**src/rtl/parity_serializer_pkg.sv**
```systemverilog
`timescale 1ns/1ps
`default_nettype none
// ============================================================================
// parity_serializer_pkg : FSM encodings, frame length and counter sizing
// Revision 1.0
// ============================================================================
package parity_serializer_pkg;

  localparam logic [2:0] PS_IDLE   = 3'd0;
  localparam logic [2:0] PS_START  = 3'd1;
  localparam logic [2:0] PS_DATA   = 3'd2;
  localparam logic [2:0] PS_PARITY = 3'd3;
  localparam logic [2:0] PS_STOP   = 3'd4;

  localparam int PS_FRAME_BITS = 7;

  // A divider of 1 still needs a 1-bit counter to keep the vector legal.
  function automatic int ps_cnt_width(input int div);
    return (div > 1) ? $clog2(div) : 1;
  endfunction

endpackage
`default_nettype wire

```
**src/rtl/parity_serializer_parity.sv**
```systemverilog
`timescale 1ns/1ps
`default_nettype none
// ============================================================================
// parity : combinational 4-bit parity generator (even/odd parity bit)
// Revision 1.0
// ============================================================================
module parity (
  input  logic [3:0] x,
  output logic       odd,
  output logic       even
);

  // Each output is the bit that, appended to x, yields that parity sense.
  assign even = ^x;
  assign odd  = ~(^x);

endmodule
`default_nettype wire

```
**src/rtl/parity_serializer.sv**
```systemverilog
`timescale 1ns/1ps
`default_nettype none
// ============================================================================
// parity_serializer : framed serial TX (start, d0..d3, parity, stop)
// Revision 1.0
// ============================================================================
module parity_serializer
  import parity_serializer_pkg::*;
#(
  parameter int unsigned BAUD_DIV = 4,
  parameter bit          PAR_EVEN = 1'b1
) (
  input  logic       clk,
  input  logic       rst,
  input  logic [3:0] data,
  input  logic       valid,
  output logic       ready,
  output logic       txd,
  output logic       busy
);

  localparam int            CW       = ps_cnt_width(int'(BAUD_DIV));
  localparam logic [CW-1:0] CNT_LAST = CW'(BAUD_DIV - 1);

  logic [2:0]    state;
  logic [CW-1:0] baud_cnt;
  logic [1:0]    bit_idx;
  logic [3:0]    data_lat;
  logic          par_lat;
  logic          par_odd;
  logic          par_even;
  logic          par_bit;
  logic          bit_last;

  parity u_parity (
    .x    (data),
    .odd  (par_odd),
    .even (par_even)
  );

  assign par_bit  = PAR_EVEN ? par_even : par_odd;
  assign bit_last = (baud_cnt == CNT_LAST);
  assign ready    = (state == PS_IDLE) && !rst;

  // txd is updated together with the state so it is already correct in the
  // first cycle of each bit period.
  always_ff @(posedge clk) begin
    if (rst) begin
      state    <= PS_IDLE;
      baud_cnt <= '0;
      bit_idx  <= '0;
      data_lat <= '0;
      par_lat  <= 1'b0;
      txd      <= 1'b1;
      busy     <= 1'b0;
    end else begin
      case (state)
        PS_IDLE: begin
          baud_cnt <= '0;
          bit_idx  <= '0;
          if (valid && ready) begin
            data_lat <= data;
            par_lat  <= par_bit;
            state    <= PS_START;
            txd      <= 1'b0;
            busy     <= 1'b1;
          end
        end
        PS_START: begin
          if (bit_last) begin
            baud_cnt <= '0;
            bit_idx  <= 2'd0;
            state    <= PS_DATA;
            txd      <= data_lat[0];
          end else begin
            baud_cnt <= baud_cnt + CW'(1);
          end
        end
        PS_DATA: begin
          if (bit_last) begin
            baud_cnt <= '0;
            if (bit_idx == 2'd3) begin
              state <= PS_PARITY;
              txd   <= par_lat;
            end else begin
              bit_idx <= bit_idx + 2'd1;
              txd     <= data_lat[bit_idx + 2'd1];
            end
          end else begin
            baud_cnt <= baud_cnt + CW'(1);
          end
        end
        PS_PARITY: begin
          if (bit_last) begin
            baud_cnt <= '0;
            state    <= PS_STOP;
            txd      <= 1'b1;
          end else begin
            baud_cnt <= baud_cnt + CW'(1);
          end
        end
        PS_STOP: begin
          if (bit_last) begin
            baud_cnt <= '0;
            state    <= PS_IDLE;
            txd      <= 1'b1;
            busy     <= 1'b0;
          end else begin
            baud_cnt <= baud_cnt + CW'(1);
          end
        end
        default: begin
          state    <= PS_IDLE;
          baud_cnt <= '0;
          bit_idx  <= '0;
          txd      <= 1'b1;
          busy     <= 1'b0;
        end
      endcase
    end
  end

endmodule
`default_nettype wire

```
**config.mk**
```make
export PLATFORM = sky130hd
export DESIGN_NAME = parity_serializer
export DESIGN_NICKNAME = d
export VERILOG_FILES = /design/src/rtl/parity_serializer_pkg.sv /design/src/rtl/parity_serializer_parity.sv /design/src/rtl/parity_serializer.sv
export SDC_FILE = /design/constraint.sdc
export NUM_CORES = 1
export LEC_CHECK = 0
export ABC_AREA = 0
export CORE_MARGIN = 2
export CORE_UTILIZATION = 47
export CTS_BUF_LIST = sky130_fd_sc_hd__clkbuf_16
export DETAILED_ROUTE_END_ITERATION = 7
export HOLD_SLACK_MARGIN = 0.05
export PLACE_DENSITY = 0.7
export SYNTH_ARGS = -nofsm -noshare
export SYNTH_HDL_FRONTEND = slang
export SYNTH_SLANG_ARGS = --single-unit
```
**constraint.sdc**
```tcl
create_clock -name clk -period 3.75 [get_ports clk]
set_input_delay 0.75 -clock clk [delete_from_list [all_inputs] [get_ports clk]]
set_output_delay 0.75 -clock clk [all_outputs]
set_load 0.01 [all_outputs]
```
# Yosys cells after proc, flatten, opt, wreduce, memory -nomap -nowiden

Cells that the tools add are included.

Flip-flop bits (word level): 14
Latch bits: 0
Memory bits (writable): 0
ROM bits: 0
Input port bits: 7
Output and inout bits: 3
Logic and storage cells: 63
Memories: 0

$add $sub $neg: 2
Multipliers: 0
Divide/modulo/power cells: 0
$lt $le $gt $ge: 1
Equality and inequality tests: 14
Shift-type cells: 0
Mux-type cells: 22
Bitwise operators: 3
Reductions and logical operators: 14

Operator list:

| cell                                                  | number |
|---|---|
| two-way mux 3 bit                                     | 6 |
| one-hot mux 3 bit (5 select lines)                    | 1 |
| inequality test 2 bit, second input constant          | 6 |
| two-way mux 1 bit                                     | 8 |
| AND reduction 4 bit                                   | 2 |
| equality test 3 x 2 -> 1 bit, second input constant   | 2 |
| two-way mux 2 bit                                     | 3 |
| one-hot mux 2 bit (3 select lines)                    | 1 |
| AND reduction 6 bit                                   | 1 |
| OR reduction 3 bit                                    | 2 |
| adder 2 x 1 -> 2 bit, second input constant           | 2 |
| equality test 2 bit, second input constant            | 2 |
| inequality test 2 x 1 -> 1 bit, second input constant | 2 |
| one-hot mux 1 bit (4 select lines)                    | 1 |
| OR reduction 4 bit                                    | 1 |
| parity 4 bit                                          | 1 |
| equality test 3 x 1 -> 1 bit, second input constant   | 1 |
| equality test 3 bit, second input constant            | 1 |
| zero test 3 bit                                       | 1 |
| < comparator 2 x 3 -> 1 bit, second input constant    | 1 |
| NOT 1 bit                                             | 3 |
| one-hot mux 1 bit (3 select lines)                    | 1 |
| AND reduction 3 bit                                   | 1 |
| binary-select mux 1 bit (select 2 bit)                | 1 |
| other kinds (4)                                       | 5 |

# Logic depth before layout (Yosys ltp)

Gate-level depths: netlist of run 1.

Depth after elaboration: 6
Gate-level depth with buffers: 6
Depth with buffers taken out: 5

# By module

From an unflattened synthesis of run 1, not the netlist that was laid out.

Cells, all modules: 85
Area total of the unflattened synthesis: 757.0 sq um

By module, submodules not included:

| module            | instances | cells each | area each (sq um) | sequential area each (sq um) |
|---|---|---|---|---|
| parity_serializer | 1         | 81         | 721.9             | 280.3 |
| parity            | 1         | 4          | 35.0              | 0.0 |

# Least setup slack after synthesis of run 1

Ideal clock, no wire load.

Path type: input to output
From: input rst
To: output ready
Data arrival time: 1.113 ns
Slack: 1.887 ns
Stages on the path: 2
Cell sequence: buf_4 nor4_4

Word-level cells in the longest chain between the ends: 2

RTL lines:

| element            | RTL line                | source |
|---|---|---|
| start: declaration | parity_serializer.sv:14 | `input logic rst,` |
| zero test 1 bit    | parity_serializer.sv:43 | `assign ready = (state == PS_IDLE) && !rst;` |
| logical AND 1 bit  | parity_serializer.sv:43 |  |
| end: declaration   | parity_serializer.sv:17 | `output logic ready,` |

No other way between the ends.

# Final worst setup path of run 1

Same ends and word-level chain as after synthesis.

==> metrics, run 1 <==
leakage power=0.333 nW; Die W=44.2 um; # H-tree levels=1; Worst-Skew Late Latency=0.24 ns; Setup violations, final=0; Post-CTS Resized=0; Max-Cap Viols=0; crit end category=output port; Antenna Nets Post-Route=0; Critical Path AT=2.18 ns; Diodes inserted=0; Clk pwr share=48.7%; number of distinct library cells after synthesis=31; final hold viol count=0; setup TNS=0 ns; die area=1950 um2; vias in the first global route=502; Synth area leaders=dfxtp_1 37%, xnor2_1 4.6%, buf_6 4.5%; DRT Pass-1 Iters=4; first-pass GRT wire length=2.24 mm; NetSw=90.1 uW; routed wire length=1.37 mm; Reg clk slew, reported paths=0.05 ns; worst-case clock buffer depth=2; Comb power frac=10.9%; cell taking the most area after synthesis=dfxtp_1; TritonCTS Buffers=3; CTS Hold Buffers Added=0; #FFs+latches synth=14; global route overflow=0; final net count=102; worst min path class=flop to flop; Seq pwr share=40.4%; switching share of power=21.8%; Critical Path Start Type=input pin; critical path class=input pin to output port; Rel. slew slack=58.5%; CP Max Fanout=10; CP required=3.00 ns; syn_nets=92; die height=44.2 um; reg-to-reg slack, setup=2.20 ns; Peak supply drop=0.000313 V; row count=14; wire per inst=12.7 um; Syn-to-layout area delta=19.5%; Post-Syn Area=758 um2; RSZ-0062 raised after global routing=false; Post-synth EDFFs=0; core area=1510 um2; proportion of layout cells with a drive suffix above 1=10.9%; post-route clock period utilization=78.2%; Placer Congestion=0.695; initial DRC count=12; Hold Slack=0.415 ns; internal power=324 uW; Post-Syn Area per Cell=9.14 um2; max-slew violation count=0; Post-synth ARST share=0%; clk sinks=14; FMAX=341 MHz; Final Skew=0.000788 ns; Residual DRC=0; Synth warnings=0; initial antenna violation count=0; Initial Util=50.3%; Setup Buffers After CTS=0; Total GRT Usage=16.1%; CTS tree=built; detail-routed via count per cell=5.59; Vias=604; post-synthesis sequential area ratio=37.0%; most frequent cell after synthesis=dfxtp_1; Synth Flop Type=dfxtp_1; hpwl dp=965 um; fin crit period=2.93 ns; leading cell types by count after synthesis=14 x dfxtp_1, 8 x inv_1, 6 x a21oi_1, 6 x nor2_1, 5 x nand3_1; status=complete, no violations; post-synth top area share=37.0%; root buffer cell=clkbuf_16; Buffers on Ports=9; largest net degree at the start of global routing=14; pwr/cell area=457 nW/um2; Post-Syn Instances=83; # IOs=10; Slew @ Worst Pin=0.622 ns
[worst paths after layout]
check,start,endpoint,depth (start not counted)
worst min-delay path,baud_cnt[0],baud_cnt[0],1
worst max register to register,bit_idx[0],txd,5
worst max-delay path,rst,ready,3
worst min register to register,baud_cnt[0],baud_cnt[0],1
[cell type report]
cell class                 count  area, um2
clock buffer                   3       75.1
clock inverter                 1       3.75
fill                         130        601
inverter                       8       30.0
multi-input combinational     57        407
sequential                    14        280
tap                           16       20.0
timing repair buffer           9       90.1
[flip-flops by register name, summed over array words and instances, names as in the netlist]
register	cells
state	3
bit_idx	2
baud_cnt	2
busy	1
txd	1
data_lat	4
par_lat	1
[metrics by stage]
step	util, %	std cells	setup slack, ns	cell area [um2]	total power, mW
3_5_place_dp	54.9	104	0.813	827	0.215
6_report	60.1	108	0.817	906	0.414
2_1_floorplan	-	83	1.89	758	0.198
5_1_grt	60.1	108	0.760	906	0.430
4_1_cts	60.1	108	0.811	906	0.418
3_3_place_gp	54.9	104	0.841	827	0.214
[power groups by stage]
| stage | sequential [mW] | clock, mW | combinational, mW |
|---|---|---|---|
| after floorplan | 0.167 | 0 | 0.0318 |
| after global placement | 0.169 | 0 | 0.0444 |
| after detailed placement | 0.169 | 0 | 0.0455 |
| after CTS | 0.167 | 0.206 | 0.0457 |
| after global routing | 0.168 | 0.212 | 0.0501 |
| final | 0.167 | 0.202 | 0.0452 |
[critical path, stage by stage]
cell             delay (ns)
clkdlybuf4s50_1        0.58
nor4_4                 0.25
clkdlybuf4s50_1        0.59
[cell usage in the layout, fill, tap and decap left out, drive strengths merged, types with 2 or more instances in the layout]
cell type      instances
nand3                  5
ha                     2
xnor2                  4
dfxtp                 14
inv                    8
clkdlybuf4s50          9
a21oi                  6
nor3                   4
nor2                   8
o2111ai                2
clkbuf                 3
nand2                  4
o21ai                  8
[logic make-up after synthesis]
family,count (synthesis),synth area share [%]
buf+inv,12,9.41
fa+ha+maj,2,3.30
compound gates,21,17.3
xor+xnor,5,5.78
simple gates,27,22.9
mux,2,4.29
flops,14,37.0
[metal layers]
layer	GRT usage, %	vias to the layer above	share of wire (%)
met4	12.7	0	2.1
met1	20.2	269	46
met5	0	-	0
met3	2.45	4	4.7
met2	24.4	18	47
li1	-	313	-
Power figures use the tool's default switching activity.
==> run 2, diff against run 1 <==
--- a/config.mk
+++ b/config.mk
@@ -11,7 +11,7 @@
 export CTS_BUF_LIST = sky130_fd_sc_hd__clkbuf_16
 export DETAILED_ROUTE_END_ITERATION = 7
 export HOLD_SLACK_MARGIN = 0.05
-export PLACE_DENSITY = 0.7
+export PLACE_DENSITY = 0.72
 export SYNTH_ARGS = -nofsm -noshare
 export SYNTH_HDL_FRONTEND = slang
 export SYNTH_SLANG_ARGS = --single-unit
==> constraint.sdc (replaced) <==
create_clock -name clk -period 2.4 [get_ports clk]
set_input_delay 0.48 -clock clk [delete_from_list [all_inputs] [get_ports clk]]
set_output_delay 0.48 -clock clk [all_outputs]
set_load 0.01 [all_outputs]
==> metrics, run 2 (same netlist as run 1, synthesis figures left out) <==
area occupied by multi-input gates=407 um2 (unchanged); Rel. slew slack=61.6% (+3.0 points); TritonCTS Buffers=3 (unchanged); status=complete, no violations; CTS Hold Buffers Added=0 (unchanged); Peak supply drop=0.000377 V (+20%); Final Skew=0.00112 ns (+0.000327 ns); leakage power=0.342 nW (+2.6%); wire per inst=13.4 um (+5.1%); Post-CTS Resized=0 (unchanged); Worst-Skew Late Latency=0.24 ns (about the same); hpwl dp=1.06 mm (+9.4%); reg-to-reg slack, setup=0.82 ns (-1.38 ns); Vias=606 (+0.33%); die area=1950 um2 (unchanged); initial DRC count=8 (-4); Die W=44.2 um (unchanged); # IOs=10 (unchanged); setup TNS=0 ns (unchanged); max FFs per register=4 (unchanged); hold_sp=baud_cnt[0]; Initial Util=50.3% (unchanged); core area=1510 um2 (unchanged); row count=14 (unchanged); Slew @ Worst Pin=0.576 ns (-0.0457 ns); CP Max Fanout=2 (-8); Final Core Density=60.9% (+0.75 points); fillers=137 (+5.4%); global route overflow=0 (unchanged); die height=44.2 um (unchanged); WHS Endpoint=baud_cnt[0]; Hold Slack=0.421 ns (+0.00575 ns); critical path class=input pin to output port; most frequent cells in the layout=14 x dfxtp_1, 9 x clkdlybuf4s50_1, 8 x inv_1, 6 x a21oi_1, 6 x nor2_1; FMAX=436 MHz; Max-Cap Viols=0 (unchanged); Buffers on Ports=9 (unchanged); first-pass GRT wire length=2.59 mm (+16%); DRT Pass-1 Iters=4 (unchanged); largest net degree at the start of global routing=14 (unchanged); Worst R2R Start=bit_idx[0]; final net count=104 (+2.0%); R2R depth=5 (unchanged); final hold viol count=0 (unchanged); Setup Buffers After CTS=0 (unchanged); pwr/cell area=699 nW/um2 (+53%); root buffer cell=clkbuf_16; CP required=1.92 ns (-1.08 ns); post-route clock period utilization=95.5%; register area=280 um2 (unchanged); Most flops, register=data_lat; Total GRT Usage=18.6% (+2.5 points); Critical Path Start Type=input pin; Placer Congestion=0.754 (+8.5%); WHS Path Cells=1 (unchanged); Critical Path AT=1.81 ns (-0.37 ns); Setup violations, final=0 (unchanged); vias in the first global route=617 (+23%); worst min path class=flop to flop; max-slew violation count=0 (unchanged); Reg clk slew, reported paths=0.04 ns (about the same); routed wire length=1.46 mm (+6.1%); biggest regs=data_lat: 4 flops, state: 3 flops; r2r endpoint=txd; detail-routed via count per cell=5.56 (-0.59%); CTS tree=built; crit end category=output port; # H-tree levels=1 (unchanged); clk sinks=14 (unchanged); Diodes inserted=0 (unchanged); fin crit period=2.29 ns; Residual DRC=0 (unchanged); worst-case clock buffer depth=2 (unchanged); RSZ-0062 raised after global routing=false; Syn-to-layout area delta=21.0%; initial antenna violation count=0 (unchanged); most common cell after layout, fill and taps aside=dfxtp_1; Antenna Nets Post-Route=0 (unchanged); proportion of layout cells with a drive suffix above 1=12.9% (+2.0 points)
==> run 2: cell types whose count changed in the layout (fill, tap and decap cells not counted), sizes merged <==
cell	before	now
clkinv	1	0
buf	0	2
==> run 2: worst max-delay path, stage by stage <==
cell             delay [ns]
clkdlybuf4s50_1        0.48
nor4_4                 0.24
clkdlybuf4s50_1        0.61
==> run 2: how the worst max path moves through the flow <==
stage | start | endpoint | slack [ns] | cells past startpoint
after global routing | rst | ready | 0.06 | 3
after detailed placement | rst | ready | 0.11 | 3
after floorplan | rst | state[0] | 1.04 | 6
final | rst | ready | 0.11 | 3
after CTS | rst | ready | 0.09 | 3
after global placement | rst | ready | 0.21 | 3
==> run 2: area by class of cell <==
class                           instances  area share (%)
Clock buffer                            3            8.19
Inverter                                8            3.27
Multi-Input combinational cell         57            44.3
Sequential cell                        14            30.6
Tap cell                               16            2.18
Timing Repair Buffer                   11            11.5
==> run 2: through the flow <==
| stage | power (mW) | cells | instance area (um2) | worst slack (ns) |
|---|---|---|---|---|
| 3_5_place_dp | 0.340 | 106 | 842 | 0.108 |
| 5_1_grt | 0.669 | 109 | 917 | 0.0639 |
| 6_report | 0.641 | 109 | 917 | 0.107 |
| 2_1_floorplan | 0.310 | 83 | 758 | 1.04 |
| 3_3_place_gp | 0.337 | 106 | 842 | 0.213 |
| 4_1_cts | 0.648 | 109 | 917 | 0.0949 |
==> run 2: routing by layer <==
layer  GRT usage (%)  vias up  share of wire (%)
met3            3.67        2                3.6
met4            10.9        0               0.55
li1                -      312                  -
met1            20.9      278                 43
met5               0        -                  0
met2            32.4       14                 53
==> run 2: power breakdown <==
| group | internal [mW] | switching [mW] |
|---|---|---|
| Sequential | 0.247 | 0.00834 |
| Clock | 0.217 | 0.0880 |
| Combinational | 0.0419 | 0.0387 |
| Total | 0.506 | 0.135 |
==> run 3, diff against run 2 <==
--- a/config.mk
+++ b/config.mk
@@ -6,12 +6,15 @@
 export NUM_CORES = 1
 export LEC_CHECK = 0
 export ABC_AREA = 0
+export CELL_PAD_IN_SITES_DETAIL_PLACEMENT = 0
+export CELL_PAD_IN_SITES_GLOBAL_PLACEMENT = 1
+export CORE_ASPECT_RATIO = 1.5
 export CORE_MARGIN = 2
-export CORE_UTILIZATION = 47
+export CORE_UTILIZATION = 36
 export CTS_BUF_LIST = sky130_fd_sc_hd__clkbuf_16
 export DETAILED_ROUTE_END_ITERATION = 7
 export HOLD_SLACK_MARGIN = 0.05
-export PLACE_DENSITY = 0.72
+export PLACE_DENSITY_LB_ADDON = 0.1
 export SYNTH_ARGS = -nofsm -noshare
 export SYNTH_HDL_FRONTEND = slang
 export SYNTH_SLANG_ARGS = --single-unit
==> metrics, run 3 (same netlist as run 1, synthesis figures left out) <==
status=complete, no violations; most common cell after layout, fill and taps aside=dfxtp_1; Worst-Skew Late Latency=0.24 ns (about the same); row count=20 (+6); CP most frequent cell=clkdlybuf4s50_1; Most flops, register=data_lat; Rel. slew slack=72.3% (+11 points); # IOs=10 (unchanged); clk sinks=14 (unchanged); leakage power=0.353 nW (+3.2%); post-route clock period utilization=91.2% (-4.4 points); NetSw=139 uW (+3.3%); biggest regs=data_lat: 4 flops, state: 3 flops; fin crit period=2.19 ns (-0.105 ns); max-slew violation count=0 (unchanged); Critical Path AT=1.71 ns (-0.10 ns); hold_sp=baud_cnt[0]; CP Cell Sequence=clkdlybuf4s50_1 -> nor4_4 -> clkdlybuf4s50_1; switching share of power=21.6% (+0.52 points); first-pass GRT wire length=2.43 mm (-6.4%); Setup Buffers After CTS=0 (unchanged); CP Max Fanout=2 (unchanged); worst min path class=flop to flop; Antenna Nets Post-Route=0 (unchanged); # H-tree levels=1 (unchanged); WHS Path Cells=1 (unchanged); CTS tree=built; Slew @ Worst Pin=0.405 ns (-0.171 ns); Residual DRC=0 (unchanged); worst-case clock buffer depth=2 (unchanged); Hold Slack=0.418 ns (-0.00241 ns); Total GRT Usage=13.2% (-5.4 points); global route overflow=0 (unchanged); FMAX=457 MHz (+4.8%); internal power=507 uW (about the same); initial DRC count=12 (+4); crit path buf inv count=2 (unchanged); Worst R2R Start=bit_idx[0]; Reg clk slew, reported paths=0.04 ns (about the same); max FFs per register=4 (unchanged); Post-CTS Resized=0 (unchanged); DRT Pass-1 Iters=2 (-2); RSZ-0062 raised after global routing=false; CTS Hold Buffers Added=0 (unchanged); Placer Congestion=0.715 (-5.2%); Max-Cap Viols=0 (unchanged); detail-routed via count per cell=5.27 (-5.1%); critical path's largest stage delay=0.59 ns (-0.02 ns); Die W=41.5 um (-6.1%); Setup violations, final=0 (unchanged); routed wire length=1.48 mm (+1.9%); final net count=106 (+1.9%); CP top delay family=buffers and inverters; proportion of layout cells with a drive suffix above 1=14.7% (+1.8 points); Final Skew=0.00480 ns (+0.00368 ns); largest net degree at the start of global routing=13 (-1); critical path class=input pin to output port; R2R depth=5 (unchanged); WHS Endpoint=baud_cnt[0]; Seq pwr share=39.5% (-0.3 points); setup TNS=0 ns (unchanged); pwr/cell area=688 nW/um2 (-1.7%); final hold viol count=0 (unchanged); core area=2000 um2 (+33%); CP required=1.92 ns (about the same); most frequent cells in the layout=14 x dfxtp_1, 9 x clkdlybuf4s50_1, 8 x inv_1, 6 x a21oi_1, 6 x nor2_1; wire per inst=12.7 um (-5.1%); die height=60.2 um (+36%); Initial Util=37.9% (-12 points); hpwl dp=1.18 mm (+12%); TritonCTS Buffers=3 (unchanged); initial antenna violation count=0 (unchanged); Critical Path Start Type=input pin; Buffers on Ports=9 (unchanged); crit end category=output port; reg-to-reg slack, setup=0.91 ns (+0.09 ns); Syn-to-layout area delta=23.9%; Crit-path slowest cell=clkdlybuf4s50_1; Peak supply drop=0.000350 V (-7.1%); vias in the first global route=570 (-7.6%); Clk pwr share=48.2% (+0.6 points); r2r endpoint=txd; Diodes inserted=0 (unchanged); Comb power frac=12.3% (-0.3 points); root buffer cell=clkbuf_16; Vias=617 (+1.8%); die area=2500 um2 (+28%)
-- run 3: cell count changes in the layout (fill, tap and decap cells not counted) --
cell   delta
buf_4     +2
-- run 3: power by group through the flow --
stage	Combinational [mW]	Sequential (mW)	Clock, mW
floorplan	0.0497	0.260	0
global route	0.0875	0.256	0.326
global placement	0.0799	0.259	0
finish	0.0795	0.255	0.311
detailed placement	0.0807	0.260	0
CTS	0.0809	0.255	0.318
-- run 3: metrics by stage --
stage               utilization [%]  std cells  cell area (um2)  total power, mW  worst slack (ns)
floorplan                         -         83              758            0.310              1.04
global placement               43.2        114              865            0.339             0.202
detailed placement             43.2        114              865            0.340             0.200
CTS                            46.9        117              940            0.655             0.194
global route                   46.9        117              940            0.669             0.143
finish                         46.9        117              940            0.646             0.212
-- run 3: routing by layer --
metal | vias to the layer above | GRT usage (%) | wire, um
met3 | 6 | 3.32 | 46
li1 | 318 | - | -
met5 | - | 0 | 0
met4 | 0 | 9.22 | 48
met2 | 10 | 23.0 | 758
met1 | 283 | 13.7 | 628
-- run 3: how the worst max path moves through the flow --
stage	slack, ns	from	endpoint	cells past startpoint
global placement	0.20	rst	ready	3
CTS	0.19	rst	ready	3
detailed placement	0.20	rst	ready	3
global route	0.14	rst	ready	3
floorplan	1.04	rst	state[0]	6
finish	0.21	rst	ready	3
-- run 3: area by class of cell --
| type | count | area (um2) |
|---|---|---|
| Fill cell | 220 | 1060 |
| Multi-Input combinational cell | 57 | 407 |
| Sequential cell | 14 | 280 |
| Timing Repair Buffer | 13 | 120 |
| Clock buffer | 3 | 75.1 |
| Inverter | 8 | 30.0 |
| Tap cell | 22 | 27.5 |
-- run 3: worst reg2reg max path, stage by stage (launching register included) --
cell,delay [ns]
dfxtp_1,0.34
ha_1,0.26
a21oi_1,0.17
nor2b_1,0.06
a2111oi_0,0.39
a31oi_1,0.14
